$ cat src/rtl/gemm_ctrl_pkg.sv
// Shared types and defaults for the GEMM tile control path: sequencer state
// encoding, default operand-read and MAC pipeline latencies, accumulator width.
package gemm_ctrl_pkg;

    localparam int GEMM_RD_LAT  = 1;
    localparam int GEMM_MAC_LAT = 2;
    localparam int GEMM_ACC_W   = 32;

    typedef enum logic [2:0] {
        ST_IDLE  = 3'd0,
        ST_CLEAR = 3'd1,
        ST_RUN   = 3'd2,
        ST_DRAIN = 3'd3,
        ST_DONE  = 3'd4
    } mac_seq_state_t;

    // Cycles between the last operand issue and the accumulator being final.
    function automatic int drain_cycles(input int rd_lat, input int mac_lat);
        return rd_lat + mac_lat;
    endfunction

endpackage

$ cat src/rtl/sig_delay.sv
// N-stage registered delay line with synchronous clear; every stage is
// reset by rst_n (active-low) or flushed by clr.
module sig_delay #(
    parameter int N = 1,
    parameter int W = 1
) (
    input  logic         clk,
    input  logic         rst_n,
    input  logic         clr,
    input  logic [W-1:0] d,
    output logic [W-1:0] q
);

    logic [W-1:0] tap [0:N];

    assign tap[0] = d;

    genvar gi;
    generate
        for (gi = 0; gi < N; gi++) begin : g_stage
            logic [W-1:0] stage_reg;

            always_ff @(posedge clk) begin
                if (!rst_n || clr) begin
                    stage_reg <= '0;
                end else begin
                    stage_reg <= tap[gi];
                end
            end

            assign tap[gi+1] = stage_reg;
        end
    endgenerate

    assign q = tap[N];

endmodule

$ cat src/rtl/mac_seq_ctrl.sv
// Dot-product sequencer for one INT8 MAC lane: issues operand reads, MAC
// clear/enable and drain, returns the accumulator. Optional perf counters: MAC_SEQ_PERF_EN.
module mac_seq_ctrl
    import gemm_ctrl_pkg::*;
#(
    parameter int ACC_W   = GEMM_ACC_W,
    parameter int ADDR_W  = 12,
    parameter int K_W     = 12,
    parameter int RD_LAT  = GEMM_RD_LAT,
    parameter int MAC_LAT = GEMM_MAC_LAT
) (
    input  logic              clk,
    input  logic              rst_n,
    input  logic              start,
    input  logic [K_W-1:0]    k_len,
    input  logic [ADDR_W-1:0] a_base,
    input  logic [ADDR_W-1:0] b_base,
    input  logic [ADDR_W-1:0] a_stride,
    input  logic [ADDR_W-1:0] b_stride,
    input  logic              stall,
    input  logic              abort,
    output logic              a_rd_en,
    output logic              b_rd_en,
    output logic [ADDR_W-1:0] a_addr,
    output logic [ADDR_W-1:0] b_addr,
    output logic              mac_clear,
    output logic              mac_en,
    input  logic [ACC_W-1:0]  acc_in,
    output logic              busy,
    output logic              res_valid,
    input  logic              res_ready,
    output logic [ACC_W-1:0]  res_data,
    output logic [31:0]       perf_busy_cyc,
    output logic [31:0]       perf_stall_cyc
);

    localparam int DRAIN_LEN = drain_cycles(RD_LAT, MAC_LAT);
    localparam int DRAIN_W   = $clog2(DRAIN_LEN + 1);

    mac_seq_state_t    state_reg;
    logic [K_W-1:0]    k_len_reg;
    logic [K_W-1:0]    issued_reg;
    logic [ADDR_W-1:0] a_addr_reg;
    logic [ADDR_W-1:0] b_addr_reg;
    logic [ADDR_W-1:0] a_stride_reg;
    logic [ADDR_W-1:0] b_stride_reg;
    logic [DRAIN_W-1:0] drain_cnt_reg;
    logic              mac_clear_reg;
    logic              res_valid_reg;
    logic [ACC_W-1:0]  res_data_reg;

    logic              rd_en;
    logic              job_abort;
    logic [K_W-1:0]    issued_next;
    logic              mac_en_dly;

    assign job_abort   = abort && (state_reg != ST_IDLE);
    assign issued_next = issued_reg + K_W'(1);

    // Read strobe follows stall combinationally so a stalled cycle never issues.
    always_comb begin
        rd_en = 1'b0;
        if (!job_abort) begin
            case (state_reg)
                ST_CLEAR: rd_en = (k_len_reg != '0);
                ST_RUN:   rd_en = !stall;
                default:  rd_en = 1'b0;
            endcase
        end
    end

    always_ff @(posedge clk) begin
        if (!rst_n) begin
            state_reg     <= ST_IDLE;
            k_len_reg     <= '0;
            issued_reg    <= '0;
            a_addr_reg    <= '0;
            b_addr_reg    <= '0;
            a_stride_reg  <= '0;
            b_stride_reg  <= '0;
            drain_cnt_reg <= '0;
            mac_clear_reg <= 1'b0;
            res_valid_reg <= 1'b0;
            res_data_reg  <= '0;
        end else if (job_abort) begin
            state_reg     <= ST_IDLE;
            mac_clear_reg <= 1'b0;
            res_valid_reg <= 1'b0;
        end else begin
            case (state_reg)
                ST_IDLE: begin
                    if (start) begin
                        k_len_reg     <= k_len;
                        a_addr_reg    <= a_base;
                        b_addr_reg    <= b_base;
                        a_stride_reg  <= a_stride;
                        b_stride_reg  <= b_stride;
                        issued_reg    <= '0;
                        mac_clear_reg <= 1'b1;
                        state_reg     <= ST_CLEAR;
                    end
                end

                ST_CLEAR: begin
                    mac_clear_reg <= 1'b0;
                    if (rd_en) begin
                        a_addr_reg <= a_addr_reg + a_stride_reg;
                        b_addr_reg <= b_addr_reg + b_stride_reg;
                        issued_reg <= issued_next;
                    end
                    if (k_len_reg <= K_W'(1)) begin
                        drain_cnt_reg <= DRAIN_W'(DRAIN_LEN - 1);
                        state_reg     <= ST_DRAIN;
                    end else begin
                        state_reg <= ST_RUN;
                    end
                end

                ST_RUN: begin
                    if (rd_en) begin
                        a_addr_reg <= a_addr_reg + a_stride_reg;
                        b_addr_reg <= b_addr_reg + b_stride_reg;
                        issued_reg <= issued_next;
                        if (issued_next == k_len_reg) begin
                            drain_cnt_reg <= DRAIN_W'(DRAIN_LEN - 1);
                            state_reg     <= ST_DRAIN;
                        end
                    end
                end

                ST_DRAIN: begin
                    if (drain_cnt_reg == '0) begin
                        res_data_reg  <= acc_in;
                        res_valid_reg <= 1'b1;
                        state_reg     <= ST_DONE;
                    end else begin
                        drain_cnt_reg <= drain_cnt_reg - DRAIN_W'(1);
                    end
                end

                ST_DONE: begin
                    if (res_ready) begin
                        res_valid_reg <= 1'b0;
                        state_reg     <= ST_IDLE;
                    end
                end

                default: begin
                    state_reg <= ST_IDLE;
                end
            endcase
        end
    end

    // MAC enable lines up with the operand data returned RD_LAT cycles later.
    sig_delay #(
        .N (RD_LAT),
        .W (1)
    ) u_en_dly (
        .clk   (clk),
        .rst_n (rst_n),
        .clr   (job_abort),
        .d     (rd_en),
        .q     (mac_en_dly)
    );

    assign a_rd_en   = rd_en;
    assign b_rd_en   = rd_en;
    assign a_addr    = a_addr_reg;
    assign b_addr    = b_addr_reg;
    assign mac_clear = mac_clear_reg;
    assign mac_en    = mac_en_dly;
    assign busy      = (state_reg != ST_IDLE);
    assign res_valid = res_valid_reg;
    assign res_data  = res_data_reg;

`ifdef MAC_SEQ_PERF_EN
    logic [31:0] perf_busy_reg;
    logic [31:0] perf_stall_reg;

    // Saturating counters, restarted by each accepted job.
    always_ff @(posedge clk) begin
        if (!rst_n) begin
            perf_busy_reg  <= '0;
            perf_stall_reg <= '0;
        end else if (state_reg == ST_IDLE && start) begin
            perf_busy_reg  <= '0;
            perf_stall_reg <= '0;
        end else begin
            if (busy && !(&perf_busy_reg)) begin
                perf_busy_reg <= perf_busy_reg + 32'd1;
            end
            if (state_reg == ST_RUN && stall && !(&perf_stall_reg)) begin
                perf_stall_reg <= perf_stall_reg + 32'd1;
            end
        end
    end

    assign perf_busy_cyc  = perf_busy_reg;
    assign perf_stall_cyc = perf_stall_reg;
`else
    assign perf_busy_cyc  = 32'd0;
    assign perf_stall_cyc = 32'd0;
`endif

endmodule

$ cat config.mk
export PLATFORM = sky130hd
export DESIGN_NAME = mac_seq_ctrl
export DESIGN_NICKNAME = d
export VERILOG_FILES = /design/src/rtl/gemm_ctrl_pkg.sv /design/src/rtl/sig_delay.sv /design/src/rtl/mac_seq_ctrl.sv
export SDC_FILE = /design/constraint.sdc
export NUM_CORES = 1
export LEC_CHECK = 0
export ABC_AREA = 1
export BUFFER_PORTS_ARGS = -buffer_cell sky130_fd_sc_hd__buf_2
export CORE_ASPECT_RATIO = 0.7
export CORE_UTILIZATION = 46
export CTS_CLUSTER_DIAMETER = 50
export DETAILED_ROUTE_END_ITERATION = 12
export GPL_TIMING_DRIVEN = 0
export PLACE_DENSITY = 0.84
export SETUP_SLACK_MARGIN = 0.2
export SKIP_CTS_REPAIR_TIMING = 1
export SLEW_MARGIN = 20
export SYNTH_ARGS = -nofsm -noshare
export SYNTH_HDL_FRONTEND = slang
export SYNTH_SLANG_ARGS = --single-unit
$ cat constraint.sdc
create_clock -name clk -period 1.8 [get_ports clk]
set_input_delay 0.09 -clock clk [delete_from_list [all_inputs] [get_ports clk]]
set_output_delay 0.09 -clock clk [all_outputs]
set_load 0.02 [all_outputs]
Word level (Yosys, flattened, before mapping)
Index checks and enable logic that the tools add are counted.
{ "classes": {"add_sub_neg": 4, "n_eq_ne": 13, "mux": 28, "bitwise": 2, "order_cmp": 1, "n_reduce_logical": 21} }
{ "op_table": {"columns": ["cell", "n"], "rows": [
  ["2-to-1 mux 12 bit", 6],
  ["case mux 12 bit (2 select lines)", 3],
  ["adder 12 bit", 2],
  ["2-to-1 mux 3 bit", 5],
  ["case mux 3 bit (5 select lines)", 1],
  ["adder 12 x 1 -> 12 bit, second input constant", 1],
  ["== test 12 bit", 1],
  ["<= comparator 12 x 1 -> 1 bit, second input constant", 1],
  ["inequality test 2 bit, second input constant", 6],
  ["nonzero test 12 bit", 1],
  ["AND reduction 3 bit", 3],
  ["2-to-1 mux 2 bit", 4],
  ["== test 3 x 2 -> 1 bit, second input constant", 2],
  ["case mux 1 bit (2 select lines)", 3],
  ["case mux 2 bit (3 select lines)", 1],
  ["AND reduction 6 bit", 1],
  ["nonzero test 2 bit", 3],
  ["nonzero test 3 bit", 2],
  ["2-to-1 mux 1 bit", 5],
  ["AND reduction 5 bit", 1],
  ["inequality test 2 x 1 -> 1 bit, second input constant", 2],
  ["AND reduction 4 bit", 1],
  ["OR reduction 2 bit", 2],
  ["== test 3 x 1 -> 1 bit, second input constant", 1],
  ["9 further kinds", 11]
]} }
{ "totals": {"out_inout_bits": 126, "regBits": 112, "wordCells": 81, "inputBits": 98} }

Longest topological paths before layout
Gate-level depths: netlist (run 1).
{ "depth": {"ltp_word": 5, "ltp_mapped": 15, "ltp_nobuf": 15} }

By module
Synthesis (run 1) repeated with hierarchy kept, for this count alone.
{ "hier_totals": {"cells_unflattened": 889, "hier_area_um2": 6324.8} }
{ "by_module_without_submodules": {"columns": ["mod", "seq_area_each_um2", "instances", "cells_each", "area_each_um2"], "rows": [
  ["mac_seq_ctrl", 2222.1, 1, 886, 6294.8],
  ["sig_delay", 20.0, 1, 3, 30.0]
]} }

Least setup slack after synthesis (run 1)
Ideal clock, no wire load.
{ "synth_path": {"path_type": "register to register", "start": "register b_addr_reg[2] (netlist: b_addr[2])", "end": "register b_addr_reg[9] (netlist: b_addr[9])", "t_required_ns": 1.683, "path_buffers": 0, "setup_time_ns": 0.117, "arrival_time_ns": 1.698, "stages_incl_launch_ff": 12, "period_less_slack_ns": 1.815, "slack_ns": -0.015, "cell_sequence": "dfxtp_1 ha_1 nand2_1 nand3_1 a21oi_1 o21ai_0 nand3_1 nand2_1 o21ai_0 nor2_1 nor2_1 nor2_1"} }
{ "synth_between": {"elab_chain_len": 3} }
{ "synth_lines": {"columns": ["element", "line", "text"], "rows": [
  ["from (decl)", "mac_seq_ctrl.sv:44", "logic [ADDR_W-1:0] b_addr_reg;"],
  ["from (signal assigned)", "mac_seq_ctrl.sv:95", "b_addr_reg <= b_base;"],
  ["from (signal assigned)", "mac_seq_ctrl.sv:108", "b_addr_reg <= b_addr_reg + b_stride_reg;"],
  ["from (signal assigned)", "mac_seq_ctrl.sv:122", "b_addr_reg <= b_addr_reg + b_stride_reg;"],
  ["adder 12 bit", "mac_seq_ctrl.sv:108, mac_seq_ctrl.sv:122", null],
  ["2-to-1 mux 12 bit", "mac_seq_ctrl.sv:106, mac_seq_ctrl.sv:120", null],
  ["case mux 12 bit (2 select lines)", "mac_seq_ctrl.sv:90", "case (state_reg)"]
]} }
No other way between the ends. The select of a mux whose other input is x is not followed.
A chain may end at the register's enable or synchronous reset.

Final worst setup path (run 1)
{ "layout_path": {"start": "register issued_reg[0]", "end": "register drain_cnt_reg[0]"} }
{ "layout_between": {"elab_chain_len": 4} }
{ "layout_lines": {"columns": ["element", "line", "text"], "rows": [
  ["from (decl)", "mac_seq_ctrl.sv:42", "logic [K_W-1:0] issued_reg;"],
  ["from (signal assigned)", "mac_seq_ctrl.sv:109", "issued_reg <= issued_next;"],
  ["from (signal assigned)", "mac_seq_ctrl.sv:123", "issued_reg <= issued_next;"],
  ["adder 12 x 1 -> 12 bit", "mac_seq_ctrl.sv:58", "assign issued_next = issued_reg + K_W'(1);"],
  ["== test 12 bit", "mac_seq_ctrl.sv:124", "if (issued_next == k_len_reg) begin"],
  ["inequality test 2 bit (no line)", null, null],
  ["AND reduction 6 bit (no line)", null, null],
  ["to (signal assigned)", "mac_seq_ctrl.sv:112", "drain_cnt_reg <= DRAIN_W'(DRAIN_LEN - 1);"],
  ["to (signal assigned)", "mac_seq_ctrl.sv:125", "drain_cnt_reg <= DRAIN_W'(DRAIN_LEN - 1);"],
  ["to (signal assigned)", "mac_seq_ctrl.sv:137", "drain_cnt_reg <= drain_cnt_reg - DRAIN_W'(1);"],
  ["to (decl)", "mac_seq_ctrl.sv:47", "logic [DRAIN_W-1:0] drain_cnt_reg;"]
]} }
No other way between the ends.

==> results_dict.tcl, run 1 <==
set metrics [dict create \
    run_status "finished with violations" \
    violations "hold timing, setup timing" \
    hold_path_class "in2reg" \
    total_number_of_clock_tree_sinks 112 \
    ys.flop_type "sky130_fd_sc_hd__dfxtp_1" \
    max_slew.worst_pin.slew_ns 0.746 \
    detail_route.drc_violations 0 \
    fin_worst_hold_slack_ns -0.0364 \
    cts.htree.levels 3 \
    synth_edf_count 0 \
    cts-buffers-inserted 9 \
    grt_max_degree 23 \
    tritoncts_clock_tree "yes" \
    finish.utilization_pct 73.3 \
    setup_violations 8 \
    globalplace.congestion 0.911 \
    internal-power_w 0.00882 \
    ys_top_cells_by_area "sky130_fd_sc_hd__dfxtp_1, sky130_fd_sc_hd__nor2_1, sky130_fd_sc_hd__o21ai_0" \
    power.sequential.fraction_pct 25.2 \
    syn_inst_count 880 \
    fin_ws_ns -0.176 \
    max-clock-path-buffers 2 \
    setup.reg_to_reg.worst_slack_ns -0.18 \
    boundaryPins 224 \
    core_sq_um 13200 \
    grt_pass1_wl_microns 28500 \
    routed_wire_length_per_instance_microns 17.4 \
    achievable-frequency_mhz 506 \
    area.sequential_sq_um 2300 \
    pre_cts_slack_ns -0.114 \
    maxSlewHeadroom_pct 50.3 \
    dp_hpwl_microns 13500 \
    synth_largest_area_cell "sky130_fd_sc_hd__dfxtp_1" \
    critPathRequiredTime_ns 2.05 \
    synthDominantCellAreaShare_pct 35.9 \
    grt_use_total_pct 25.5 \
    postSynth.asyncResetShare_pct 0 \
    drtPass1Iterations 6 \
    yosys.cell_count.top_type "sky130_fd_sc_hd__nor2_1" \
    critical_path.endpoint_type "flop" \
    grt_setup_unrepaired "yes" \
    largest_register_ff_count 32 \
    detailed_route_vias_per_instance 5.48 \
    p_clk_share_pct 13.3 \
    maxCapViolCount 0 \
    route.antenna.remaining_nets 0 \
    synth.distinct_cells 36 \
    total_congestion_overflow_after_global_routing 0 \
    die_footprint_sq_um 14000 \
    start_kind "flop" \
    synthToLayoutAreaGrowth_pct 54.9 \
    cp_data_arrival_time_ns 2.23 \
    power_density_nw_per_um2 1750 \
    p_comb_share_pct 61.5 \
    io_buffers 159 \
    syn_area_per_cell_sq_um 7.09 \
    mappedNetlistArea_sq_um 6240 \
    worst-setup-path-type "reg2reg" \
    finalCriticalPeriod_ns 1.98 \
    timing.critical_path.slowest_cell_delay_ns 0.37 \
    p_switching_w 0.00808 \
    worst-path-max-fanout 6 \
    multi_input_area_sq_um 4090 \
    final_nets 1321 \
    post-place-cells 1287 \
    ys_seq_elements 112 \
    cp_slowest_cell "sky130_fd_sc_hd__dfxtp_4" \
    final-max-slew-violation-count 0 \
    grt_pass1_vias 5977 \
    floorplan.initialDensity_pct 47.3 \
    switching_share_pct 47.8 \
    timing.critical_path.cells "ha_4 -> xor2_1 -> a21oi_1 -> nand2_1 -> nor2_1 -> nand3_1 -> nor2_1 -> nand2_1 -> nand2_4 -> nand3_1 -> nand2_1 -> nor2_1" \
    cts_root_buffer "sky130_fd_sc_hd__clkbuf_16" \
    final_layout_size_suffix_gt1_share_pct 39.1 \
    timing.setup.tns_ns -0.641 \
    drtIter0Drc 674 \
    power_leakage_nw 4.55 \
    synth-seq-area-share_pct 35.9 \
    floorplan.rows 35 \
    clock_latency_ns 0.37 \
    number_of_antenna_violations_at_the_first_check_in_global_routing 0 \
    clock_skew_ns 0.0149 \
    clk_pin_slew_ns 0.09 \
    dieHeight_microns 99.5 \
    fill_cells 861 \
    peak_ir_drop_on_the_vdd_network_uv 923 \
    wl_microns 24100 \
    yosysWarningCount 0 \
    die_w_microns 141 \
    final-instance-count-excl-fill 1388 \
    post-route-period-util_pct 110 \
    post_synth_most_frequent_cells "sky130_fd_sc_hd__nor2_1, sky130_fd_sc_hd__nand2_1, sky130_fd_sc_hd__dfxtp_1, sky130_fd_sc_hd__o21ai_0, sky130_fd_sc_hd__buf_4" \
    hold_violations 5 \
    routed-via-count 7601 \
]
==> worst paths after layout <==
kind | from | depth (start not counted) | end
worst max-delay path | issued_reg[0] | 12 | drain_cnt_reg[0]
worst min-delay path | a_stride[5] | 3 | a_stride_reg[5]
worst max register to register | issued_reg[0] | 12 | drain_cnt_reg[0]
worst min register to register | mac_clear | 2 | mac_clear
==> through the flow <==
| step | area (sq um) | power (W) |
|---|---|---|
| finish | 9670 | 0.0169 |
| global route | 9670 | 0.0177 |
| CTS | 8000 | 0.0131 |
| detailed placement | 7660 | 0.0108 |
| global placement | 7660 | 0.0106 |
| floorplan | 6630 | 0.00892 |
==> critical path, delay by kind of cell (launching register included) <==
| kind | cells | cell delay (ns) |
|---|---|---|
| flops | 1 | 0.37 |
| xor+xnor | 1 | 0.15 |
| compound gates | 1 | 0.20 |
| simple gates | 9 | 0.89 |
| fa+ha+maj | 1 | 0.25 |
==> cells by family after synthesis <==
| group | after synthesis | share of synthesized area [%] |
|---|---|---|
| adder cells (fa/ha/maj) | 26 | 5.45 |
| AND/OR/NAND/NOR | 359 | 24.1 |
| other | 1 | 0.0601 |
| XOR/XNOR | 9 | 1.26 |
| AO/OA/AOI/OAI | 213 | 19.0 |
| flip-flops | 112 | 35.9 |
| buffers and inverters | 160 | 14.2 |
==> power groups by stage <==
stage | logic, W | clock network, W | registers (W)
4_1_cts | 0.00684 | 0.00223 | 0.00400
3_3_place_gp | 0.00661 | 0 | 0.00403
3_5_place_dp | 0.00679 | 0 | 0.00404
2_1_floorplan | 0.00453 | 0 | 0.00439
5_1_grt | 0.0110 | 0.00236 | 0.00432
6_report | 0.0104 | 0.00224 | 0.00426
==> layout by cell type, fill, tap and decap left out, types with 4 or more instances in the layout <==
master                          synthesis  routed
sky130_fd_sc_hd__a211oi_2              10      11
sky130_fd_sc_hd__a21oi_1               65      43
sky130_fd_sc_hd__a21oi_2                0      12
sky130_fd_sc_hd__a21oi_4                0      10
sky130_fd_sc_hd__a31oi_1               20      12
sky130_fd_sc_hd__a31oi_2                0       5
sky130_fd_sc_hd__buf_12                 0       4
sky130_fd_sc_hd__buf_2                 13     165
sky130_fd_sc_hd__buf_4                 69      88
sky130_fd_sc_hd__buf_6                  1       5
sky130_fd_sc_hd__buf_8                  0       4
sky130_fd_sc_hd__clkbuf_1              17      10
sky130_fd_sc_hd__clkbuf_16              0      15
sky130_fd_sc_hd__clkbuf_4               0       5
sky130_fd_sc_hd__clkinv_8               0       4
sky130_fd_sc_hd__conb_1                 1      64
sky130_fd_sc_hd__dfxtp_1              112      85
sky130_fd_sc_hd__dfxtp_2                0      19
sky130_fd_sc_hd__dfxtp_4                0       8
sky130_fd_sc_hd__dlygate4sd3_1          0      56
sky130_fd_sc_hd__ha_1                  24       4
sky130_fd_sc_hd__ha_4                   0      17
sky130_fd_sc_hd__inv_1                 52      45
sky130_fd_sc_hd__inv_2                  7       9
sky130_fd_sc_hd__inv_4                  0       4
sky130_fd_sc_hd__nand2_1              125     117
sky130_fd_sc_hd__nand2_2                9      12
sky130_fd_sc_hd__nand3_1               44      36
sky130_fd_sc_hd__nand3_2                0       8
sky130_fd_sc_hd__nand4_1                5       5
sky130_fd_sc_hd__nor2_1               157     143
sky130_fd_sc_hd__nor2_2                 4      11
sky130_fd_sc_hd__nor2_4                 3      10
sky130_fd_sc_hd__o21ai_0              104      80
sky130_fd_sc_hd__o21ai_1                6      13
sky130_fd_sc_hd__o21ai_2                0      16
sky130_fd_sc_hd__or2_2                  5       4
sky130_fd_sc_hd__xnor2_1                4       4
sky130_fd_sc_hd__xor2_1                 5       5
==> per-layer routing <==
layer | track usage [%] | wire length, microns
met1 | 35.0 | 9080
met2 | 40.1 | 11100
met3 | 6.11 | 2800
met4 | 6.44 | 1160
met5 | 0 | 0
==> area by class of cell <==
cell class,instances,area share [%]
Clock inverter,7,1.19
Sequential cell,112,23.7
Antenna cell,1,0.0259
Buffer,100,7.91
Timing Repair Buffer,244,17.7
Tap cell,185,2.39
Clock buffer,9,2.33
Multi-Input combinational cell,671,42.3
Inverter,59,2.47
No activity file was read; power rests on OpenSTA's default activity.
==> inputs of run 2 (changes only) <==
Settings changed: BUFFER_PORTS_ARGS -buffer_cell sky130_fd_sc_hd__buf_2 to -buffer_cell sky130_fd_sc_hd__buf_4, CORE_UTILIZATION 46 to 35, PLACE_DENSITY 0.84 to 0.68.
==> run 2 against run 1 <==
  * The flow still finishes with violations (hold timing, setup timing)
  * Register-to-register slack improved by 0.17 ns
  * Largest cell class unchanged
  * Sequential share of layout area fell by 1.1 points
  * Clock power fell by 8%
  * Power fell by 0.29%
  * First-iteration DRC count fell by 31%
  * Critical path depth rose by 3
  * Routed wire length fell by 11%
  * Core utilization fell by 14 points
  * Final area rose by 5.8%
  * Highest routed layer unchanged
==> results_dict.tcl, run 2 (synthesis results as in run 1) <==
set metrics [dict create \
    worst-path-max-fanout 6 \
    critical_path.endpoint_type "flop" \
    post-place-cells 1333 \
    dp_hpwl_microns 14500 \
    peak_ir_drop_on_the_vdd_network_uv 866 \
    finalCriticalPeriod_ns 1.80 \
    final_antenna_diode_count 0 \
    timing.critical_path.slowest_cell_delay_ns 0.37 \
    final_layout_size_suffix_gt1_share_pct 40.7 \
    total_congestion_overflow_after_global_routing 0 \
    number_of_antenna_violations_at_the_first_check_in_global_routing 0 \
    power_leakage_nw 4.70 \
    total_number_of_clock_tree_sinks 112 \
    globalplace.congestion 0.915 \
    start_kind "flop" \
    final_nets 1324 \
    floorplan.initialDensity_pct 36.0 \
    tritoncts_clock_tree "yes" \
    final-instance-count-excl-fill 1436 \
    clk_pin_slew_ns 0.08 \
    max-clock-path-buffers 2 \
    largest_register_ff_count 32 \
    cts_root_buffer "sky130_fd_sc_hd__clkbuf_16" \
    detailed_route_vias_per_instance 4.77 \
    io_buffers 159 \
    fin_ws_ns -0.00244 \
    grt_max_degree 22 \
    maxCapViolCount 0 \
    hold_violations 5 \
    max_slew.worst_pin.slew_ns 0.915 \
    grt_pass1_vias 5533 \
    worst-setup-path-type "reg2reg" \
    route.antenna.remaining_nets 0 \
    wl_microns 21500 \
    cp_data_arrival_time_ns 2.06 \
    setup_violations 2 \
    timing.critical_path.cells "ha_4 -> nand2_4 -> inv_1 -> nor2_2 -> nand2_1 -> nand2_1 -> nand2_1 -> nor2_1 -> nand3_1 -> nor2_1 -> nand2_2 -> nand2_4 -> nand3_1 -> nand2_1 -> nor2_1" \
    cts.htree.levels 3 \
    final-max-slew-violation-count 0 \
    timing.setup.tns_ns -0.00471 \
    critical_path.most_common_cell "sky130_fd_sc_hd__nand2_1" \
    critPathRequiredTime_ns 2.06 \
    detail_route.drc_violations 0 \
    most-common-layout-cells "sky130_fd_sc_hd__buf_4, sky130_fd_sc_hd__nor2_1, sky130_fd_sc_hd__nand2_1, sky130_fd_sc_hd__o21ai_0, sky130_fd_sc_hd__dfxtp_1" \
    cp_slowest_cell "sky130_fd_sc_hd__dfxtp_4" \
    grt_pass1_wl_microns 29100 \
    cts-buffers-inserted 9 \
    routed_wire_length_per_instance_microns 15.0 \
    clock_latency_ns 0.37 \
    routed-via-count 6848 \
    dieHeight_microns 114 \
    grt_setup_unrepaired "yes" \
    fin_worst_hold_slack_ns -0.0167 \
    violations "hold timing, setup timing" \
    boundaryPins 224 \
    synthToLayoutAreaGrowth_pct 63.8 \
    clock_skew_ns 0.0168 \
    core_sq_um 17300 \
    post-route-period-util_pct 100 \
    run_status "finished with violations" \
    grt_use_total_pct 20.2 \
    die_footprint_sq_um 18400 \
    setup.reg_to_reg.worst_slack_ns -0.002 \
    layout.cells.most_common "sky130_fd_sc_hd__buf_4" \
    power_density_nw_per_um2 1650 \
    drtPass1Iterations 5 \
    maxSlewHeadroom_pct 39.0 \
    floorplan.rows 40 \
    worstPathBufferInverterCount 1 \
    cp_top_family "simple AND/OR/NAND/NOR gates" \
    die_w_microns 162 \
    drtIter0Drc 464 \
    achievable-frequency_mhz 555 \
    hold_path_class "in2reg" \
]
==> run 2: final timing paths <==
check                start               end  cells past startpoint
min             acc_in[18]      res_data[18]                      3
max reg2reg  issued_reg[1]  drain_cnt_reg[0]                     15
max          issued_reg[1]  drain_cnt_reg[0]                     15
min reg2reg      res_valid         res_valid                      2
==> run 2: layout make-up <==
type                       instances  area [sq um]
tap                              231           289
buffer                           100           776
sequential                       112          2320
clock buffer                       9           225
fill                            1556          7090
multi-input combinational        671          4210
inverter                          59           241
clock inverter                     7          71.3
timing repair buffer             247          2100
==> run 2: power breakdown <==
part / switching, W / internal [W] / leakage, nW
logic: 0.00589 / 0.00462 / 3.61
registers: 0.000859 / 0.00341 / 0.936
clock network: 0.00108 / 0.000987 / 0.145
==> run 2: per-layer routing <==
metal | global-route usage [%] | routed length (microns) | up-vias
met1 | 29.7 | 9960 | 3167
met3 | 4.91 | 1310 | 18
li1 | - | - | 3432
met4 | 3.65 | 265 | 0
met2 | 30.0 | 9950 | 231
met5 | 0 | 0 | -
==> run 2: tightest hold or removal path, delay by kind of cell <==
kind | cells | cell delay (ns)
and+or+nand+nor | 2 | 0.13
buffers and inverters | 1 | 0.08
==> run 2: stage by stage <==
| stage | instance area, sq um | utilization, % | setup slack [ns] | power (W) |
|---|---|---|---|---|
| final | 10200 | 59.0 | -0.00244 | 0.0168 |
| after global placement | 8110 | 46.9 | -0.126 | 0.0111 |
| after detailed placement | 8110 | 46.9 | -0.158 | 0.0112 |
| after CTS | 8410 | 48.6 | -0.195 | 0.0133 |
| after floorplan | 6630 | - | 0.175 | 0.00892 |
| after global routing | 10200 | 59.0 | -0.147 | 0.0178 |
